**src/rtl/svi_ser_pkg.sv**
```systemverilog
// Shared types and defaults for the lane serializer: FSM state encoding and
// the default parallel word width.
package svi_ser_pkg;

    localparam int SER_SIZE_DEF = 8;

    typedef enum logic {
        IDLE  = 1'b0,
        SHIFT = 1'b1
    } ser_state_e;

endpackage

```
**src/rtl/svi_shift_lane.sv**
```systemverilog
// One serializer lane: a SIZE-bit parallel-load shift register whose head bit
// is the serial output. Load wins over shift; vacated positions fill with 0.
module svi_shift_lane #(
    parameter int SIZE      = 8,
    parameter bit MSB_FIRST = 1'b0
) (
    input  logic            i_clk,
    input  logic            i_rst_n,
    input  logic            load,
    input  logic            shift,
    input  logic [SIZE-1:0] d,
    output logic            q_bit
);

    logic [SIZE-1:0] sr;
    logic [SIZE-1:0] sr_shifted;

    generate
        if (MSB_FIRST) begin : g_msb
            assign sr_shifted = {sr[SIZE-2:0], 1'b0};
            assign q_bit      = sr[SIZE-1];
        end else begin : g_lsb
            assign sr_shifted = {1'b0, sr[SIZE-1:1]};
            assign q_bit      = sr[0];
        end
    endgenerate

    always_ff @(posedge i_clk or negedge i_rst_n) begin
        if (!i_rst_n) begin
            sr <= '0;
        end else if (load) begin
            sr <= d;
        end else if (shift) begin
            sr <= sr_shifted;
        end
    end

endmodule

```
**src/rtl/svi_lane_serializer.sv**
```systemverilog
// Captures a pair of SIZE-bit words on a valid/ready handshake and shifts both
// out in lockstep over a two-wire serial port with valid/ready backpressure.
//
//   state | meaning
//   IDLE  | no transfer in flight, ready to accept a word pair
//   SHIFT | serial beats valid; cnt is the index of the beat being presented
module svi_lane_serializer
    import svi_ser_pkg::*;
#(
    parameter int SIZE      = SER_SIZE_DEF,
    parameter bit MSB_FIRST = 1'b0,
    localparam int CNT_W    = $clog2(SIZE)
) (
    input  logic            i_clk,
    input  logic            i_rst_n,
    input  logic            i_valid,
    output logic            o_ready,
    input  logic [SIZE-1:0] i_a,
    input  logic [SIZE-1:0] i_b,
    output logic            o_svalid,
    input  logic            i_sready,
    output logic            o_sa,
    output logic            o_sb,
    output logic            o_last,
    output logic            o_busy
);

    ser_state_e       state;
    ser_state_e       state_nxt;
    logic [CNT_W-1:0] cnt;
    logic [CNT_W-1:0] cnt_nxt;
    logic             last_beat;
    logic             lane_load;
    logic             lane_shift;
    logic [1:0]       lane_q;

    assign last_beat = (state == SHIFT) && (cnt == CNT_W'(SIZE - 1));

    always_ff @(posedge i_clk or negedge i_rst_n) begin
        if (!i_rst_n) begin
            state <= IDLE;
            cnt   <= '0;
        end else begin
            state <= state_nxt;
            cnt   <= cnt_nxt;
        end
    end

    // o_ready includes i_rst_n so it reads 0 throughout reset and 1 as soon as
    // reset releases; on the last beat it also follows i_sready combinationally.
    always_comb begin
        state_nxt  = state;
        cnt_nxt    = cnt;
        o_ready    = 1'b0;
        lane_load  = 1'b0;
        lane_shift = 1'b0;
        case (state)
            IDLE: begin
                o_ready = i_rst_n;
                if (i_valid) begin
                    lane_load = 1'b1;
                    cnt_nxt   = '0;
                    state_nxt = SHIFT;
                end
            end
            SHIFT: begin
                if (i_sready) begin
                    if (!last_beat) begin
                        lane_shift = 1'b1;
                        cnt_nxt    = cnt + CNT_W'(1);
                    end else begin
                        o_ready = i_rst_n;
                        if (i_valid) begin
                            lane_load = 1'b1;
                            cnt_nxt   = '0;
                        end else begin
                            state_nxt = IDLE;
                        end
                    end
                end
            end
            default: begin
                state_nxt = IDLE;
                cnt_nxt   = '0;
            end
        endcase
    end

    // Lane 0 carries word A, lane 1 carries word B.
    svi_shift_lane #(
        .SIZE      (SIZE),
        .MSB_FIRST (MSB_FIRST)
    ) u_lane[1:0] (
        .i_clk   (i_clk),
        .i_rst_n (i_rst_n),
        .load    (lane_load),
        .shift   (lane_shift),
        .d       ({i_b, i_a}),
        .q_bit   (lane_q)
    );

    assign o_svalid = (state == SHIFT);
    assign o_busy   = (state == SHIFT);
    assign o_last   = last_beat;
    assign o_sa     = lane_q[0];
    assign o_sb     = lane_q[1];

endmodule
```
**config.mk**
```make
export PLATFORM = sky130hd
export DESIGN_NAME = svi_lane_serializer
export DESIGN_NICKNAME = d
export VERILOG_FILES = /design/src/rtl/svi_ser_pkg.sv /design/src/rtl/svi_shift_lane.sv /design/src/rtl/svi_lane_serializer.sv
export SDC_FILE = /design/constraint.sdc
export NUM_CORES = 1
export LEC_CHECK = 0
export CAP_MARGIN = 20
export CORE_MARGIN = 1.5
export CORE_UTILIZATION = 54
export CTS_BUF_LIST = sky130_fd_sc_hd__clkbuf_4
export CTS_CLUSTER_DIAMETER = 200
export DETAILED_ROUTE_END_ITERATION = 7
export GPL_ROUTABILITY_DRIVEN = 1
export PLACE_DENSITY = 0.83
export RECOVER_POWER = 50
export SLEW_MARGIN = 20
export SYNTH_ARGS = -nofsm -noshare
export SYNTH_HDL_FRONTEND = slang
export SYNTH_SLANG_ARGS = --single-unit
```
**constraint.sdc**
```tcl
create_clock -name i_clk -period 3.1 [get_ports i_clk]
set_input_delay 0.62 -clock i_clk [delete_from_list [all_inputs] [get_ports i_clk]]
set_output_delay 0.62 -clock i_clk [all_outputs]
set_load 0.1 [all_outputs]
```
# Word-level counts from Yosys, hierarchy flattened
# Index checks and enable logic that the tools add are counted.
word_totals:
  input_bits: 20
  mem_bits_rw: 0
  latch_bits: 0
  reg_bits: 20
  output_inout_bits: 6
  mem_bits_ro: 0
  mem_count: 0
  wordCells: 31
op_classes:
  n_mul: 0
  n_shift: 0
  n_lt_le_gt_ge: 0
  n_reduce_logical: 2
  eq_ne: 2
  n_div: 0
  n_addsub: 1
  n_mux: 21
  bitwise_logic: 1
op_table:
  columns: ["operator", "count"]
  rows:
  - ["$mux W8", 4]
  - ["$mux W1", 10]
  - ["$mux W3", 3]
  - ["$pmux W1 S2", 3]
  - ["$pmux W3 S2", 1]
  - ["$add A3 B1 Y3 const B", 1]
  - ["$eq A3 B3 Y1 const B", 1]
  - ["$ne A2 B2 Y1 const B", 1]
  - ["$reduce_bool A2 Y1", 1]
  - ["$logic_and A1 B1 Y1", 1]
  - ["$not A1 Y1", 1]

# Depth between registers and ports, before layout
# Gate-level depths: netlist (run 1).
logic_depth:
  ltp_word: 7
  mapped_depth: 7
  ltp_nobuf: 5

# By module
# Synthesis (run 1) repeated with hierarchy kept, for this count alone.
hier_totals:
  hier_cells: 93
  area_unflattened_um2: 993.5
by_module_without_submodules:
  columns: ["mod", "n_inst", "area_per_inst_um2", "cells_per_inst", "seq_area_each_um2"]
  rows:
  - ["svi_shift_lane", 2, 369.1, 34, 200.2]
  - ["svi_lane_serializer", 1, 255.2, 25, 100.1]

# Least setup slack after synthesis (run 1)
# OpenSTA, ideal clock, no wires.
synth_timing:
  path_type: "register to output"
  from: "register state, in the netlist o_busy"
  to: "output port o_ready"
  stages_incl_launch_ff: 3
  t_required_ps: 2480
  slack_ps: 30
  path_buffers: 0
  t_arrival_ps: 2450
  cell_sequence: "dfrtp_1 > a21boi_2 > nor2b_1"
synth_between:
  elab_chain_len: 4
  elab_cells_between_ends: 5
  cone_classes: "3 x mux; 1 x bitwise; 1 x reduce/logical"
synth_lines:
  columns: ["element", "line", "rtl"]
  rows:
  - ["start, declared", "svi_lane_serializer.sv:28", "ser_state_e state;"]
  - ["start signal, assigned", "svi_lane_serializer.sv:44", "state <= state_nxt;"]
  - ["$logic_and A1 B1 Y1", "svi_lane_serializer.sv:37", "assign last_beat = (state == SHIFT) && (cnt == CNT_W'(SIZE - 1));"]
  - ["$mux W1", "svi_lane_serializer.sv:68", "if (!last_beat) begin"]
  - ["$mux W1", "svi_lane_serializer.sv:67", "if (i_sready) begin"]
  - ["$pmux W1 S2 *", "svi_lane_serializer.sv:57", "case (state)"]
  - ["end, declared", "svi_lane_serializer.sv:17", "output logic o_ready,"]
# Every way passes the cells marked *; elsewhere a longest branch is shown, timed or not.

# Worst setup path after layout (run 1)
layout_timing:
  from: "input port i_sready"
  to: "output port o_ready"
layout_between:
  elab_chain_len: 2
layout_lines:
  columns: ["element", "line", "rtl"]
  rows:
  - ["start, declared", "svi_lane_serializer.sv:21", "input logic i_sready,"]
  - ["$mux W1", "svi_lane_serializer.sv:67", null]
  - ["$pmux W1 S2", "svi_lane_serializer.sv:57", null]
# No other way between the ends.

==> impl_metrics.json, run 1 <==
{
  "run_status": "complete, no violations",
  "gr-usage-met2": 0.371,
  "grtUsageMet1": 0.333,
  "syn_area_um2": 1090,
  "tns_ps": 0,
  "skew_ps": 2.10,
  "cts_max_path_buffers": 2,
  "yosys_register_bits": 20,
  "syn_avg_cell_area_um2": 9.50,
  "cts.clk_slew.worst_paths_ps": 110,
  "max_freq_mhz": 393,
  "antenna_found_initial": 0,
  "powerDensity_nw_per_um2": 749,
  "setup_viol": 0,
  "rr_worst_depth": 3,
  "peakVddDrop_mv": 0.537,
  "period_needed_ps": 2550,
  "total_power_uw": 1010,
  "worstSetupStartpointType": "primary input",
  "grt_max_degree": 26,
  "die_area_um2": 2300,
  "layout.nets": 160,
  "vias": 971,
  "cts_inserted_buffers": 3,
  "worst_ep_arrival_time_ps": 1930,
  "met3_usage": 0.0340,
  "grt_pass1_vias": 853,
  "initial_utilization": 0.563,
  "num-fill-cells": 162,
  "final_max_slew_viol_count": 0,
  "holdPathStages": 1,
  "die_h_um": 48.0,
  "drcViolationCount": 0,
  "synth.distinct_cells": 21,
  "multi_input_area_um2": 408,
  "syn_nets": 137,
  "path_class": "in2out",
  "post-route-util": 0.692,
  "pin_count": 26,
  "dpl.hpwl_mm": 1.69,
  "end_kind": "primary output",
  "track_usage": 0.238,
  "final_common_cell": "inv_1",
  "busiest_layer": "met2",
  "setup_slack_ps": 554,
  "ys_warn_count": 0,
  "cts-root-buf": "clkbuf_4",
  "place_congestion": 0.744,
  "rsz0062_at_grt": "no",
  "dr.first_iter.drc_count": 68,
  "yosys.area.top_type_share": 0.458,
  "wl_per_cell_um": 15.2,
  "core-area_um2": 1940,
  "min_path_type": "reg2reg",
  "port_buffers": 25,
  "htree_levels": 1,
  "synth_area_leaders": "dfrtp_1 (46%), a222oi_1 (13%), inv_1 (11%), o22ai_1 (8.6%), a22o_1 (2.4%)",
  "gr-total-overflow": 0,
  "slew_headroom": 0.232,
  "area_growth_pct": 23.0,
  "finalCritPeriodShare": 0.821,
  "hold_buffers": 0,
  "cts.sinks": 20,
  "die_w_um": 48.0,
  "pre_cts_slack_ps": 517,
  "n_antenna_cell": 0,
  "cp_max_fo": 10,
  "ant_nets": 0,
  "postSynthCellCount": 115,
  "leakagePower_uw": 0.000675,
  "drt_pre_antenna_iters": 5,
  "clk_latency_ps": 300,
  "post_cts_resized": 0,
  "cts_tree": "built",
  "holdWs_ps": 556,
  "maxCapViolations": 0,
  "worst_pin_slew_ps": 1160,
  "grt_pass1_wl_mm": 3.82,
  "seq_area_um2": 500,
  "post-cts-setup-buffers": 0,
  "fp-row-count": 16,
  "wirelength_mm": 2.49,
  "drive_gt1_frac": 0.0876,
  "synth_top_area_cell": "dfrtp_1",
  "mostFrequentLayoutCells": "inv_1 (33), dfrtp_1 (20), clkdlybuf4s50_1 (17), o22ai_1 (15), a222oi_1 (14)",
  "final_hold_viol_count": 0,
  "viasPerCell": 5.92,
  "synth.yosys.seq_area_share": 0.458,
  "crit_required_ps": 2480
}
-- cells in the mapped netlist --
library cell,instances
dfrtp_1,20
a222oi_1,14
clkbuf_1,2
o21ai_0,2
a31o_2,1
inv_1,33
ha_1,2
buf_6,2
a221oi_1,2
a21oi_2,1
o22ai_1,15
a22o_1,3
buf_4,2
mux2i_1,1
nor2_1,5
buf_2,3
nand2b_1,1
or2_2,1
nor2b_1,3
and2_1,1
a21boi_2,1
-- per-layer routing --
layer | up-vias | wire length [µm]
li1 | 454 | -
met3 | 7 | 144
met5 | - | 0
met4 | 0 | 45
met1 | 464 | 1080
met2 | 46 | 1220
-- logic make-up (layout without fill, tap and decap cells) --
family                   count (synthesis)  after routing  synth area share
AO/OA/AOI/OAI                           39             39             0.290
adder cells (fa/ha/maj)                  2              2            0.0229
buffers and inverters                   42             64             0.168
flip-flops                              20             20             0.458
multiplexers                             1              1           0.00916
AND/OR/NAND/NOR                         11             11            0.0516
-- worst max-delay path, stage by stage --
cell	delay (ps)
dlygate4sd3_1	760
a21boi_2	110
nor2b_1	220
buf_12	210
-- per-stage QoR --
step,instances,instance area (µm²)
after floorplan,115,1090
after global placement,160,1330
after detailed placement,160,1330
after CTS,164,1360
after global routing,164,1340
final,164,1340
-- report_power, final --
part           internal [µW]  leakage, µW  switching (µW)
sequential               359     0.000223            85.4
clock                   46.9    0.0000154            80.1
combinational            172     0.000437             264
total                    577     0.000675             429
-- registers in the layout, summed over array words and instances, names as in the netlist --
name,cells
cnt,3
o_busy,1
u_lane.sr,16
-- final cells by class --
| type | count | area share |
|---|---|---|
| multi-input cells | 53 | 0.304 |
| flip-flops and latches | 20 | 0.372 |
| inverters | 33 | 0.0922 |
| clock inverters | 1 | 0.00279 |
| clock buffers | 3 | 0.0168 |
| repair buffers | 27 | 0.187 |
| well taps | 27 | 0.0251 |
-- worst paths after layout --
check                                   to     start  slack (ps)
min in group asynchronous  u_lane[0].sr[1]   i_rst_n        1100
min                                 cnt[2]    cnt[2]         560
min reg2reg                         cnt[2]    cnt[2]         560
max                                o_ready  i_sready         550
max in group asynchronous           o_busy   i_rst_n        1350
max reg2reg                u_lane[1].sr[3]    o_busy         930
(Power assumes the default switching activity.)
==> inputs of run 2 (changes only) <==
--- a/config.mk
+++ b/config.mk
@@ -7,12 +7,12 @@
 export LEC_CHECK = 0
 export CAP_MARGIN = 20
 export CORE_MARGIN = 1.5
-export CORE_UTILIZATION = 54
+export CORE_UTILIZATION = 46
 export CTS_BUF_LIST = sky130_fd_sc_hd__clkbuf_4
 export CTS_CLUSTER_DIAMETER = 200
 export DETAILED_ROUTE_END_ITERATION = 7
 export GPL_ROUTABILITY_DRIVEN = 1
-export PLACE_DENSITY = 0.83
+export PLACE_DENSITY = 0.75
 export RECOVER_POWER = 50
 export SLEW_MARGIN = 20
 export SYNTH_ARGS = -nofsm -noshare
==> constraint.sdc (replaced) <==
create_clock -name i_clk -period 2.3 [get_ports i_clk]
set_input_delay 0.46 -clock i_clk [delete_from_list [all_inputs] [get_ports i_clk]]
set_output_delay 0.46 -clock i_clk [all_outputs]
set_load 0.1 [all_outputs]
==> impl_metrics.json, run 2 (synthesis results as in run 1) <==
{
  "run_status": "complete, no violations",
  "pin_count": 26,
  "seq_area_um2": 500,
  "drt_pre_antenna_iters": 4,
  "dpl.hpwl_mm": 1.83,
  "cts_max_path_buffers": 2,
  "drcViolationCount": 0,
  "ant_nets": 0,
  "post-cts-setup-buffers": 0,
  "gr-total-overflow": 0,
  "grt_max_degree": 23,
  "setup_slack_ps": 184,
  "viasPerCell": 5.82,
  "leakagePower_uw": 0.000726,
  "max_freq_mhz": 473,
  "cts.sinks": 20,
  "pre_cts_slack_ps": 40.1,
  "skew_ps": 1.20,
  "die_area_um2": 2680,
  "mostFrequentLayoutCells": "inv_1 (33), dfrtp_1 (20), clkdlybuf4s50_1 (18), o22ai_1 (15), a222oi_1 (14)",
  "worst_ep_arrival_time_ps": 1660,
  "slew_headroom": 0.283,
  "num-fill-cells": 215,
  "grt_pass1_wl_mm": 4.37,
  "placement.cell_area_um2": 1420,
  "final_max_slew_viol_count": 0,
  "wl_per_cell_um": 15.2,
  "wirelength_mm": 2.59,
  "fp-row-count": 17,
  "path_class": "reg2out",
  "end_kind": "primary output",
  "setup_viol": 0,
  "initial_utilization": 0.489,
  "place_congestion": 0.731,
  "powerDensity_nw_per_um2": 969,
  "finalCritPeriodShare": 0.920,
  "worst_pin_slew_ps": 1080,
  "clk_latency_ps": 290,
  "worstSetupStartpointType": "flop",
  "largest_reg_flops": 16,
  "cts-root-buf": "clkbuf_4",
  "crit_required_ps": 1840,
  "area_growth_pct": 31.2,
  "htree_levels": 1,
  "antenna_found_initial": 0,
  "track_usage": 0.223,
  "cts.clk_slew.worst_paths_ps": 100,
  "dr.first_iter.drc_count": 57,
  "cp_max_fo": 4,
  "peakVddDrop_mv": 0.467,
  "cts_tree": "built",
  "core-area_um2": 2230,
  "final_hold_viol_count": 0,
  "maxCapViolations": 0,
  "regMostFlops": "u_lane.sr",
  "port_buffers": 25,
  "cts_inserted_buffers": 3,
  "vias": 990,
  "grt_pass1_vias": 1064,
  "n_antenna_cell": 0,
  "tns_ps": 0,
  "die_h_um": 51.7,
  "final_common_cell": "inv_1",
  "stdcell_area_um2": 1430,
  "drive_gt1_frac": 0.162,
  "multi_input_area_um2": 414,
  "period_needed_ps": 2120,
  "min_path_type": "reg2reg",
  "die_w_um": 51.7,
  "rsz0062_at_grt": "no",
  "layout.nets": 166
}
run 2: repair_timing:
action                                  in CTS  in global routing
endpoints found under the setup margin       0                  1
hold buffers                                 0                  0
gates resized for setup                      0                  1
run 2: final timing paths:
path                              endpoint  depth (start not counted)     from  slack, ps
max                                o_ready                          5   cnt[0]        180
min                                 cnt[2]                          1   cnt[2]        550
max reg2reg                u_lane[0].sr[3]                          5   cnt[0]        520
min reg2reg                         cnt[2]                          1   cnt[2]        550
max in group asynchronous  u_lane[0].sr[2]                          2  i_rst_n        750
min in group asynchronous  u_lane[0].sr[0]                          2  i_rst_n        910
run 2: metrics by stage:
step                std cells  hold WS [ps]  power [µW]   util
floorplan                 115           164        1050      -
global placement          167           513        1210  0.634
detailed placement        167           523        1250  0.634
CTS                       170           541        1410  0.644
global route              170           558        1500  0.641
finish                    170           554        1390  0.641
run 2: final cells by class:
type / instances / area share
flip-flops and latches: 20 / 0.349
multi-input cells: 53 / 0.289
inverters: 33 / 0.0865
clock buffers: 3 / 0.0157
well taps: 28 / 0.0245
repair buffers: 33 / 0.235
run 2: worst max-delay path: stages, from the launching register on:
cell and delay [ps]:
dfrtp_1 420, ha_1 210, ha_1 250, a21boi_2 230
nor2b_2 80, buf_12 170
run 2: power by group:
group / internal [µW] / switching, µW
Combinational: 269 / 369
Sequential: 484 / 108
Clock: 60.9 / 96.9
Total: 814 / 574
run 2: layer usage:
metal,up-vias,GRT usage,share of wire
met5,-,0,0
met4,0,0.136,0.026
met3,8,0.0287,0.035
met2,34,0.380,0.53
met1,480,0.267,0.41
li1,468,-,-
